<file path="config.mk">
export PLATFORM = sky130hd
export DESIGN_NAME = rom_burst_reader
export DESIGN_NICKNAME = d
export VERILOG_FILES = /design/src/rtl/rom_burst_reader.sv
export SDC_FILE = /design/constraint.sdc
export NUM_CORES = 1
export LEC_CHECK = 0
export ABC_CLOCK_PERIOD_IN_PS = 1700
export CAP_MARGIN = 5
export CORE_MARGIN = 4
export CORE_UTILIZATION = 43
export CTS_BUF_LIST = sky130_fd_sc_hd__clkbuf_16
export CTS_CLUSTER_SIZE = 10
export DETAILED_ROUTE_END_ITERATION = 10
export PLACE_DENSITY = 0.74
export SLEW_MARGIN = 20
export SYNTH_ARGS = -nofsm -noshare
export SYNTH_HDL_FRONTEND = slang
export SYNTH_SLANG_ARGS = --single-unit
</file>
<file path="constraint.sdc">
create_clock -name clock -period 1.7 [get_ports clock]
set_input_delay 0.425 -clock clock [delete_from_list [all_inputs] [get_ports clock]]
set_output_delay 0.425 -clock clock [all_outputs]
set_load 0.01 [all_outputs]
</file>
<file path="src/rtl/rom_burst_reader.sv">
`default_nettype none
// ============================================================================
// rom_burst_reader
// Formula-initialised ROM with single-word and wrapping burst reads,
// valid/done handshake and an optional output register stage.
// Revision: 1.0
// ============================================================================
module rom_burst_reader #(
  parameter int DATA_WIDTH  = 8,
  parameter int ADDR_WIDTH  = 3,
  parameter int INIT_OFFSET = 1,
  parameter int OUT_REG     = 0
) (
  input  logic                  clock,
  input  logic                  reset,
  input  logic                  en,
  input  logic [ADDR_WIDTH-1:0] addr,
  input  logic                  burst_start,
  input  logic [ADDR_WIDTH:0]   burst_len,
  output logic                  busy,
  output logic [DATA_WIDTH-1:0] rom_out,
  output logic                  rom_valid,
  output logic                  burst_done
);

  localparam int c_DEPTH = 2 ** ADDR_WIDTH;
  localparam logic [0:0] c_IDLE  = 1'b0;
  localparam logic [0:0] c_BURST = 1'b1;
  localparam logic [ADDR_WIDTH:0] c_LEN_ONE = (ADDR_WIDTH + 1)'(1);

  logic [DATA_WIDTH-1:0] w_rom [c_DEPTH];

  // Content is word[i] = i + INIT_OFFSET, truncated to the word width
  generate
    for (genvar gi = 0; gi < c_DEPTH; gi++) begin : g_rom
      assign w_rom[gi] = DATA_WIDTH'(gi + INIT_OFFSET);
    end
  endgenerate

  logic [0:0]            r_state;
  logic [ADDR_WIDTH-1:0] r_cur_addr;
  logic [ADDR_WIDTH:0]   r_remaining;
  logic                  r_s1_valid;
  logic                  r_s1_last;
  logic [DATA_WIDTH-1:0] r_s1_data;

  logic [0:0]            w_next_state;
  logic [ADDR_WIDTH-1:0] w_next_cur;
  logic [ADDR_WIDTH:0]   w_next_rem;
  logic                  w_issue;
  logic                  w_issue_last;
  logic [ADDR_WIDTH-1:0] w_issue_addr;

  always_comb begin
    w_next_state = r_state;
    w_next_cur   = r_cur_addr;
    w_next_rem   = r_remaining;
    w_issue      = 1'b0;
    w_issue_last = 1'b0;
    w_issue_addr = addr;
    if (r_state == c_BURST) begin
      w_issue      = 1'b1;
      w_issue_addr = r_cur_addr;
      w_next_cur   = r_cur_addr + 1'b1;
      w_next_rem   = r_remaining - 1'b1;
      if (r_remaining == c_LEN_ONE) begin
        w_issue_last = 1'b1;
        w_next_state = c_IDLE;
      end
    end else if (burst_start && (burst_len != '0)) begin
      w_issue    = 1'b1;
      w_next_cur = addr + 1'b1;
      w_next_rem = burst_len - 1'b1;
      // A one-word burst completes on its first read without entering BURST
      if (burst_len == c_LEN_ONE) begin
        w_issue_last = 1'b1;
      end else begin
        w_next_state = c_BURST;
      end
    end else if (en) begin
      w_issue = 1'b1;
    end
  end

  always_ff @(posedge clock) begin
    if (reset) begin
      r_state     <= c_IDLE;
      r_cur_addr  <= '0;
      r_remaining <= '0;
      r_s1_valid  <= 1'b0;
      r_s1_last   <= 1'b0;
      r_s1_data   <= '0;
    end else begin
      r_state     <= w_next_state;
      r_cur_addr  <= w_next_cur;
      r_remaining <= w_next_rem;
      r_s1_valid  <= w_issue;
      r_s1_last   <= w_issue_last;
      if (w_issue) begin
        r_s1_data <= w_rom[w_issue_addr];
      end
    end
  end

  assign busy = (r_state == c_BURST);

  generate
    if (OUT_REG != 0) begin : g_out_reg
      logic                  r_s2_valid;
      logic                  r_s2_last;
      logic [DATA_WIDTH-1:0] r_s2_data;

      always_ff @(posedge clock) begin
        if (reset) begin
          r_s2_valid <= 1'b0;
          r_s2_last  <= 1'b0;
          r_s2_data  <= '0;
        end else begin
          r_s2_valid <= r_s1_valid;
          r_s2_last  <= r_s1_valid & r_s1_last;
          if (r_s1_valid) begin
            r_s2_data <= r_s1_data;
          end
        end
      end

      assign rom_out    = r_s2_data;
      assign rom_valid  = r_s2_valid;
      assign burst_done = r_s2_valid & r_s2_last;
    end else begin : g_out_direct
      assign rom_out    = r_s1_data;
      assign rom_valid  = r_s1_valid;
      assign burst_done = r_s1_valid & r_s1_last;
    end
  endgenerate

endmodule
`default_nettype wire
</file>
==> out/results.ini, run 1 <==
[run_status]
status=completed

[critical_path]
reg2reg_setup_slack_ps=190
max_stage_delay_ps=530
crit_required_ps=1270
worst_setup_path_end_kind=primary output
start_kind=register
startpoint=rom_valid$_SDFF_PP0_
r2r_cells=5
worst-path-buf-inv=1
cp.arrival_ps=1210
crit_type=reg2out
cpLargestDelayFamily=buffers and inverters
path_max_fanout=2
timing.rr.start=busy$_SDFF_PP0_
path_cells=and2_1, clkdlybuf4s50_1
reg2reg_to=r_cur_addr[2]$_SDFFE_PP0P_
cp_slowest_cell=clkdlybuf4s50_1

[logic_synthesis]
syn_area_um2=900
synth_area_leader_cell=dfxtp_1
syn_avg_cell_area_um2=9.09
synthCells=99
synth-seq-cells=14
yosys-top-cells-area=dfxtp_1 (31%), ha_1 (9.7%), mux2i_1 (6.7%), o211ai_1 (4.2%), nand3_1 (3.3%)
synth_most_common_cell=dfxtp_1
synth_top_area_share_pct=31.2
synth_common_cells=dfxtp_1 (14), ha_1 (7)
synth-edff-count=0
yosysUniqueCellTypes=39
synthArstFlopShare_pct=0
ys_seq_area_share_pct=31.2
yosysWarnings=0
ys.flop_type=dfxtp_1

[place]
dp_hpwl_um=1640
place_area_um2=1220
routabilityCongestion=0.832
port_buffers=17

[final_layout]
final_util_pct=67.4
diodes=0
layout-drive-gt1-share_pct=29.7
nets=157
synthToLayoutAreaGrowth_pct=48.5
seqCellArea_um2=284
multi_input_area_um2=573
fill_cells=151
final_area_um2=1340

[power_and_ir_drop]
p_int_mw=0.831
power_density_nw_per_um2=837
report.power.total_mw=1.12
p_clk_share_pct=39.8
p_leak_nw=0.560
p_sw_share_pct=25.7
ir_drop_mv=0.582
p_switching_mw=0.287
p_seq_share_pct=35.2
power_frac_comb_pct=25.0

[route]
num_vias=862
routedWlPerCell_um=13.0
route.detailed.drc=0
firstDrtPassIters=5
drtAntennaViolNets=0
finalWirelength_um=2150
initialDrtViolationCount=12
via_per_inst=5.22

[hold_path]
holdPathStages=2
worstHoldPathType=reg2reg
holdPathEnd=rom_out[3]$_SDFFE_PP0P_
hp-start=rom_out[3]$_SDFFE_PP0P_

[clock_tree]
h-tree-depth=1
clkTransAtPathRegs_ps=50
cts.path.max_buffers=2
cts_made_buffers=3
cts_root_buf=clkbuf_16
ctsHoldBuffers=0
clock_latency_ps=240
cts_tree=built
cts.sinks=14

[flow_run]
cap_violations=0

[floorplanning]
die_h_um=53.7
coreArea_um2=1980
ioPinCount=22
initial_core_util_pct=45.4
row_count=16
dieArea_um2=2890
die_w_um=53.7

[timing]
slew_violations=0
max_freq_mhz=613
hold_slack_ps=466
period_share_pct=96.0
finClkSkew_ps=4.15
rsz0062_at_grt=false
hold_viol=0
setup_viol=0
period_minus_slack_ps=1630

[global_route]
grt_pass1_wl_um=3420
overflow=0
grt_pass1_vias=852
antenna_found_initial=0
grt_util_all_layers_pct=16.2
grt_max_degree=11

[power by group through the flow]
stage	registers, mW	logic (mW)	clock network (mW)
3_3_place_gp	0.398	0.263	0
5_1_grt	0.399	0.310	0.467
2_1_floorplan	0.396	0.157	0
3_5_place_dp	0.400	0.270	0
4_1_cts	0.394	0.274	0.446
6_report	0.394	0.280	0.445
[logic make-up after synthesis]
group | Yosys count | share of synthesized area, %
AO/OA/AOI/OAI | 21 | 17.9
AND/OR/NAND/NOR | 32 | 22.4
multiplexers | 8 | 9.18
flip-flops | 14 | 31.2
adder cells (fa/ha/maj) | 7 | 9.74
other | 1 | 0.417
buffers and inverters | 16 | 9.18
[worst reg2reg max path: stages (launching register included)]
cell	delay (ps)
dfxtp_4	410
mux2_2	360
ha_2	200
ha_1	280
nand3_1	80
a21oi_1	60
[metrics by stage]
stage | worst slack (ps) | cells | TNS (ps)
after global placement | -433 | 159 | -5080
after detailed placement | -503 | 159 | -5720
after CTS | 0.890 | 163 | 0
after floorplan | 15.6 | 102 | 0
final | 67.3 | 165 | 0
after global routing | 20.9 | 165 | 0
[placed cells by master (no fill, tap or decap), drive strengths merged, types with 3 or more instances in the layout]
cell and count:
conb 4, nand2 6, inv 7, clkbuf 3, ha 7, dfxtp 14, clkdlybuf4s50 13, o211ai 5
nand3 6, a21oi 6, clkinv 3, buf 22, mux2i 6, nor3 3
[registers in the layout (all words and copies together), names as in the netlist]
register / count
r_remaining: 4
rom_out: 4
r_cur_addr: 3
busy: 1
r_s1_last: 1
rom_valid: 1
[worst max-delay path by stage]
| stage | endpoint | slack, ps | depth (start not counted) |
|---|---|---|---|
| after floorplan | rom_out[2]$_SDFFE_PP0P_ | 20 | 5 |
| after global placement | rom_out[2]$_SDFFE_PP0P_ | -430 | 6 |
| after detailed placement | rom_out[0]$_SDFFE_PP0P_ | -500 | 6 |
| after CTS | rom_out[0]$_SDFFE_PP0P_ | 0.9 | 6 |
| after global routing | r_cur_addr[2]$_SDFFE_PP0P_ | 20 | 6 |
| final | burst_done | 70 | 2 |
[metal layers]
| layer | GRT usage, % | routed length [µm] |
|---|---|---|
| met3 | 3.32 | 67 |
| met5 | 0 | 0 |
| met4 | 5.96 | 32 |
| met1 | 20.3 | 994 |
| met2 | 27.2 | 1050 |
[what timing repair did]
| item | 4_1_cts | 5_1_grt |
|---|---|---|
| setup buffers | 0 | 2 |
| endpoints found under the hold margin | 0 | 0 |
| pin swaps | 1 | 3 |
| endpoints found under the setup margin | 14 | 7 |
| resized for setup | 9 | 5 |
[layout make-up]
type,instances,share of cell area [%]
inverters,9,2.53
multi-input cells,72,42.9
well taps,27,2.53
clock inverters,1,0.281
flip-flops and latches,14,21.3
repair buffers,39,24.9
clock buffers,3,5.62
Note: power is estimated with default switching activity, not from simulation.
==> inputs of run 2 (changes only) <==
--- a/config.mk
+++ b/config.mk
@@ -5,6 +5,7 @@
 export SDC_FILE = /design/constraint.sdc
 export NUM_CORES = 1
 export LEC_CHECK = 0
+export ABC_AREA = 1
 export ABC_CLOCK_PERIOD_IN_PS = 1700
 export CAP_MARGIN = 5
 export CORE_MARGIN = 4
==> out/results.ini, run 2 <==
[critical_path]
cp.arrival_ps=1190
r2r_cells=12
crit_required_ps=1270
path_cells=clkdlybuf4s50_1
cpLargestDelayFamily=buffers and inverters
critical_path_cell_count=1
worst-path-buf-inv=1
worst_setup_path_end_kind=primary output
startpoint=busy$_SDFF_PP0_
timing.rr.start=busy$_SDFF_PP0_
max_stage_delay_ps=560
path_max_fanout=6
cp_slowest_cell=clkdlybuf4s50_1
start_kind=register
crit_type=reg2out

[global_route]
grt_pass1_wl_um=3000
grt_util_all_layers_pct=14.8
grt_max_degree=14
antenna_found_initial=0
grt_pass1_vias=779
overflow=0

[route]
routedWlPerCell_um=9.99
initialDrtViolationCount=9
num_vias=817
firstDrtPassIters=4
route.detailed.drc=0
finalWirelength_um=1810
drtAntennaViolNets=0
via_per_inst=4.51

[logic_synthesis]
synth_common_cells=nand2_1 (30), nor2_1 (26), inv_1 (16)
yosysUniqueCellTypes=19
syn_avg_cell_area_um2=6.73
yosys-top-cells-area=dfxtp_1 (32%), nand2_1 (13%), nor2_1 (11%), ha_1 (9.9%), inv_1 (6.8%)
ys.flop_type=dfxtp_1
synth_area_leader_cell=dfxtp_1
syn_area_um2=882
ys_seq_area_share_pct=31.8
synth_most_common_cell=nand2_1
synth-edff-count=0
synthArstFlopShare_pct=0
yosysWarnings=0
synth-seq-cells=14
synthCells=131
synth_top_area_share_pct=31.8

[timing]
finClkSkew_ps=3.71
max_freq_mhz=619
rsz0062_at_grt=false
hold_viol=0
hold_slack_ps=484
period_minus_slack_ps=1620
slew_violations=0
setup_viol=0
worst_slack_ps=83.5
period_share_pct=95.1

[hold_path]
hp-start=rom_out[1]$_SDFFE_PP0P_
worstHoldPathType=reg2reg
holdPathStages=2

[power_and_ir_drop]
power_frac_comb_pct=24.2
p_leak_nw=0.602
power_density_nw_per_um2=922
p_switching_mw=0.284
p_clk_share_pct=39.6
ir_drop_mv=1.02
p_seq_share_pct=36.3
report.power.total_mw=1.08
p_sw_share_pct=26.3
p_int_mw=0.795

[final_layout]
nets=174
synthToLayoutAreaGrowth_pct=32.6
mostFrequentLayoutCell=nand2_1
diodes=0
layout-drive-gt1-share_pct=12.3
fill_cells=189
final_area_um2=1170
final_util_pct=59.6
layout_common_cells=nand2_1 (30), nor2_1 (26), clkdlybuf4s50_1 (17)

[floorplanning]
die_w_um=53.3
ioPinCount=22
coreArea_um2=1960
dieArea_um2=2840
row_count=16
initial_core_util_pct=45.0
die_h_um=53.3

[run_status]
status=completed

[clock_tree]
cts_root_buf=clkbuf_16
ctsResizeCount=1
cts.path.max_buffers=2
cts_tree=built
cts.sinks=14
clkTransAtPathRegs_ps=40
clock_latency_ps=240
cts_made_buffers=3
postCtsSetupRepairBufs=0
h-tree-depth=1
ctsHoldBuffers=0

[place]
routabilityCongestion=0.815
pre_cts_ws_ps=-129
dp_hpwl_um=1480
place_area_um2=1090
port_buffers=17

[flow_run]
cap_violations=0

[run 2: cell count changes after synthesis, moves of 5 or more]
cell      previous run  this run
inv_1                6        16
o211ai_1             5         0
mux2i_1              6         1
nor2_1               2        26
nand2_1              6        30
o21ai_0              1         8
[run 2: final timing paths]
| path | to | slack, ps |
|---|---|---|
| max | busy | 80 |
| min | rom_out[1]$_SDFFE_PP0P_ | 480 |
| max reg2reg | rom_out[2]$_SDFFE_PP0P_ | 240 |
| min reg2reg | rom_out[1]$_SDFFE_PP0P_ | 480 |
[run 2: area by class of cell]
| cell class | count | area, µm² | area share, % |
|---|---|---|---|
| repair buffers | 23 | 215 | 18.4 |
| multi-input cells | 96 | 494 | 42.2 |
| clock buffers | 3 | 75.1 | 6.42 |
| flip-flops and latches | 14 | 282 | 24.1 |
| well taps | 27 | 33.8 | 2.89 |
| inverters | 18 | 70.1 | 5.99 |
[run 2: routing by layer]
layer  track usage (%)  share of wire, %  vias to the layer above
met5                 0                 0                        -
met1              14.6                42                      358
met2              27.3                52                       18
li1                  -                 -                      439
met3              5.07               4.8                        2
met4              6.38               1.1                        0
[run 2: kinds of logic (layout without fill, tap and decap cells)]
family,after synthesis,in the layout,share of synthesized area [%]
multiplexers,1,1,1.13
buffers and inverters,24,44,13.5
flip-flops,14,14,31.8
AO/OA/AOI/OAI,10,10,5.67
AND/OR/NAND/NOR,74,74,37.6
other,1,4,0.425
adder cells (fa/ha/maj),7,7,9.93
[run 2: metrics by stage]
step	instances	TNS (ps)
6_report	181	0
5_1_grt	181	0
4_1_cts	181	0
3_5_place_dp	178	-979
3_3_place_gp	178	-587
2_1_floorplan	134	0
[run 2: power by group through the flow]
stage               Clock, mW  Combinational [mW]  Sequential, mW
finish                  0.427               0.261           0.391
global route            0.453               0.298           0.394
CTS                     0.440               0.262           0.391
detailed placement          0               0.262           0.396
global placement            0               0.254           0.394
floorplan                   0               0.165           0.396
==> edit 1, RTL diff (settings of run 2) <==
The parameter `OUT_REG` goes from 0 to 1.
--- a/src/rtl/rom_burst_reader.sv
+++ b/src/rtl/rom_burst_reader.sv
@@ -9,7 +9,7 @@
   parameter int DATA_WIDTH  = 8,
   parameter int ADDR_WIDTH  = 3,
   parameter int INIT_OFFSET = 1,
-  parameter int OUT_REG     = 0
+  parameter int OUT_REG     = 1
 ) (
   input  logic                  clock,
   input  logic                  reset,
Function: changed (Yosys sat finds a counterexample within 4 cycles, from zero or initial values and one cycle with reset high).
==> edit 1 against run 2 <==
- first-iteration DRC count is 100% higher
- critical path depth stayed put
- wire length is 11% higher
- sequential cell count is 6 higher
- total power is 35% higher
- critical path type unchanged
- via count is 15% higher
- synthesized area is 21% higher
- setup slack worse by 0.018 ns
- non-clock buffer count is 3 higher
- final area is 20% higher
==> edit 1: results <==
metrics = {
    "detailed_routing": {
        "drt_iter0_drc": 18,
        "via_per_inst": 4.53,
        "drt_wl_total_um": 2010,
        "drt-met1-wl_um": 917,
        "wl_met2_um": 985,
        "route.met3.wl_um": 96,
    },
    "global_route": {
        "grt.total_usage_pct": 13.0,
        "grt_pass1_vias": 889,
        "grt_max_degree": 18,
        "gr-usage-met2_pct": 23.7,
        "grt_pass1_wl_um": 3480,
        "use_met1_pct": 15.0,
        "met3_usage_pct": 3.34,
    },
    "power_and_ir_drop": {
        "power.total_mw": 1.45,
        "peakVddDrop_mv": 0.794,
        "p_comb_mw": 0.274,
        "pwr.group.clock_mw": 0.635,
        "switching_share_pct": 23.6,
        "p_leak_nw": 0.711,
    },
    "placement": {
        "gp_congestion": 0.795,
        "dpl.hpwl_um": 1600,
        "place_ws_ns": -0.115,
        "io_buffers": 17,
    },
    "sta": {
        "finalClockSkew_ns": 0.00256,
        "fmax_ghz": 0.612,
        "timing.hold.ws_ns": 0.424,
    },
    "worst_setup_path": {
        "r2r_setup_slack_ns": 0.33,
        "r2r_cells": 7,
        "slowest_delay_ns": 0.57,
        "crit_end": "busy",
        "crit_fanout": 5,
        "reg2reg_to": "r_cur_addr[2]",
        "startpoint": "busy",
        "critPathArrivalTime_ns": 1.21,
    },
    "synthesis": {
        "synth-warning-count": 0,
        "synth_area_leaders": "dfxtp_1 (38%), nor2_1 (13%), nand2_1 (11%), ha_1 (8.2%), inv_1 (6.0%)",
        "synth-xor-area-share_pct": 0,
        "synth-adder-area-share_pct": 8.21,
        "synth_compound_area_share_pct": 6.57,
        "synth_common_cells": "nor2_1 (36), nand2_1 (31), dfxtp_1 (20)",
        "synthArstFlopShare_pct": 0,
        "synth_mux_area_share_pct": 0.938,
        "ys_seq_area_share_pct": 37.5,
    },
    "outcome": {
        "status": "finished, final reports clean",
    },
    "clocking": {
        "numCtsBuffers": 3,
        "htreeDepth": 1,
        "cts_resized": 0,
        "clk_pin_slew_worst_paths_ns": 0.06,
        "clk_path_buf_depth": 2,
        "worstSkewPairLatency_ns": 0.25,
    },
    "min_path": {
        "hp-start": "r_s1_last",
        "holdPathEnd": "g_out_reg.r_s2_last",
    },
    "final_layout": {
        "layout-drive-gt1-share_pct": 12.2,
        "num-fill-cells": 205,
        "final_nets": 199,
    },
}
[edit 1: changes by cell type in the layout (fill, tap and decap cells not counted), sizes merged, moves of 3 or more]
cell / before / now
dfxtp: 14 / 20
nor2: 27 / 37
buf: 6 / 9
o21ai: 8 / 12
[edit 1: layout make-up]
class / instances / area share (%)
clock buffers: 3 / 5.33
multi-input cells: 111 / 39.5
inverters: 19 / 5.24
well taps: 28 / 2.49
clock inverters: 1 / 2.13
repair buffers: 26 / 16.9
flip-flops and latches: 20 / 28.4
[edit 1: worst reg2reg max path, cell delays in order, from the launching register on]
cell and delay, ns:
dfxtp_1 0.39, inv_2 0.07, nand2_1 0.08, nand2_1 0.08
ha_1 0.20, ha_1 0.29, nor2_1 0.10, nor2_1 0.05
[edit 1: through the flow]
step	cells	instance area, um^2
floorplan	156	1080
global placement	204	1300
detailed placement	204	1300
CTS	208	1410
global route	208	1410
finish	208	1410
==> edit 2, RTL diff (config.mk and constraints of run 2) <==
Without the edit above. Register the inputs `en` and `addr` before use. The logic sees them one clock later.
--- a/src/rtl/rom_burst_reader.sv
+++ b/src/rtl/rom_burst_reader.sv
@@ -28,6 +28,14 @@
   localparam logic [0:0] c_BURST = 1'b1;
   localparam logic [ADDR_WIDTH:0] c_LEN_ONE = (ADDR_WIDTH + 1)'(1);
 
+  logic en_q;
+  logic [ADDR_WIDTH-1:0] addr_q;
+
+  always_ff @(posedge clock) begin
+    en_q   <= en;
+    addr_q <= addr;
+  end
+
   logic [DATA_WIDTH-1:0] w_rom [c_DEPTH];
 
   // Content is word[i] = i + INIT_OFFSET, truncated to the word width
@@ -57,7 +65,7 @@
     w_next_rem   = r_remaining;
     w_issue      = 1'b0;
     w_issue_last = 1'b0;
-    w_issue_addr = addr;
+    w_issue_addr = addr_q;
     if (r_state == c_BURST) begin
       w_issue      = 1'b1;
       w_issue_addr = r_cur_addr;
@@ -69,7 +77,7 @@
       end
     end else if (burst_start && (burst_len != '0)) begin
       w_issue    = 1'b1;
-      w_next_cur = addr + 1'b1;
+      w_next_cur = addr_q + 1'b1;
       w_next_rem = burst_len - 1'b1;
       // A one-word burst completes on its first read without entering BURST
       if (burst_len == c_LEN_ONE) begin
@@ -77,7 +85,7 @@
       end else begin
         w_next_state = c_BURST;
       end
-    end else if (en) begin
+    end else if (en_q) begin
       w_issue = 1'b1;
     end
   end
Function: changed (Yosys sat finds a counterexample within 4 cycles, from zero or initial values and one cycle with reset high).
==> edit 2 against run 2 <==
- final area up 6.5%
- sequential cell count up 4
- setup slack worse by 0.0050 ns
- count of clock-buffer cells in the layout unchanged
- clock power up 7.7%
- cell count up 2.2%
- wire length down 5.4%
- highest routed layer unchanged
- worst hold slack worse by 0.0058 ns
- synthesized cell count up 3.1%
- combinational power down 3%
- total power up 12%
- synthesized area up 9.1%
- sequential power up 25%
==> edit 2: results <==
metrics = {
    "outcome": {
        "status": "finished, final reports clean",
    },
    "power_and_ir_drop": {
        "p_comb_mw": 0.254,
        "switchingPower_mw": 0.308,
        "p_leak_nw": 0.632,
        "peakVddDrop_mv": 0.842,
        "power_frac_seq_pct": 40.6,
        "p_per_area_nw_per_um2": 965,
    },
    "worst_setup_path": {
        "crit_fanout": 6,
        "slowest_delay_ns": 0.56,
        "r2r_cells": 7,
        "reg2reg_to": "r_cur_addr[2]",
        "r2r_setup_slack_ns": 0.29,
    },
    "synthesis": {
        "ys_seq_area_share_pct": 37.5,
        "syn_area_per_cell_um2": 7.13,
        "synth_area_leaders": "dfxtp_1 (37%), nand2_1 (12%), nor2_1 (10%), ha_1 (9.1%), inv_1 (6.2%)",
        "synth_common_cells": "nand2_1 (30), nor2_1 (26), dfxtp_1 (18)",
        "synth-adder-area-share_pct": 9.10,
        "synth_compound_area_share_pct": 5.20,
        "synth_mux_area_share_pct": 1.04,
    },
    "placement": {
        "place_inst": 181,
        "gp_congestion": 0.848,
        "dpl.hpwl_um": 1370,
        "place_ws_ns": -0.0914,
    },
    "detailed_routing": {
        "route.met3.wl_um": 109,
        "drt-met1-wl_um": 789,
        "via_per_inst": 4.52,
        "drt_iter0_drc": 18,
        "post_drt_wl_per_cell_um": 9.25,
        "top_layer_used": "met4",
        "vias": 837,
        "wl_met2_um": 793,
    },
    "global_route": {
        "gr-usage-met2_pct": 20.8,
        "grt_pass1_vias": 725,
        "grt.total_usage_pct": 12.5,
        "use_met1_pct": 14.4,
        "grt_pass1_wl_um": 3020,
        "met3_usage_pct": 5.59,
    },
    "final_layout": {
        "layout-drive-gt1-share_pct": 11.4,
    },
    "clocking": {
        "cts_resized": 1,
        "clk_path_buf_depth": 2,
    },
    "sta": {
        "finalClockSkew_ns": 0.00360,
    },
    "min_path": {
        "hp-start": "rom_out[1]",
        "hold_class": "flop to flop",
    },
}
[edit 2: cell types whose count changed after synthesis]
cell	change
dfxtp_1	+4
[edit 2: through the flow]
step	hold WS, ns	instance area [um^2]
global route	0.501	1250
CTS	0.484	1250
detailed placement	0.474	1170
global placement	0.462	1170
finish	0.478	1250
floorplan	0.453	973
[edit 2: how the worst max path moves through the flow]
stage                             from              to  slack [ns]  cells past startpoint
after floorplan                   busy   r_cur_addr[2]        0.29                      7
after global placement    burst_len[0]  r_remaining[2]       -0.07                      9
after detailed placement  burst_len[0]   r_cur_addr[0]       -0.09                      9
after CTS                         busy            busy        0.07                      1
after global routing         rom_valid      burst_done        0.04                      3
final                             busy            busy        0.08                      1
[edit 2: area by class of cell]
class | count | area (um^2)
clock buffers | 3 | 75.1
clock inverters | 1 | 3.75
fillers | 190 | 796
inverters | 18 | 70.1
multi-input cells | 96 | 494
flip-flops and latches | 18 | 362
well taps | 27 | 33.8
repair buffers | 22 | 208
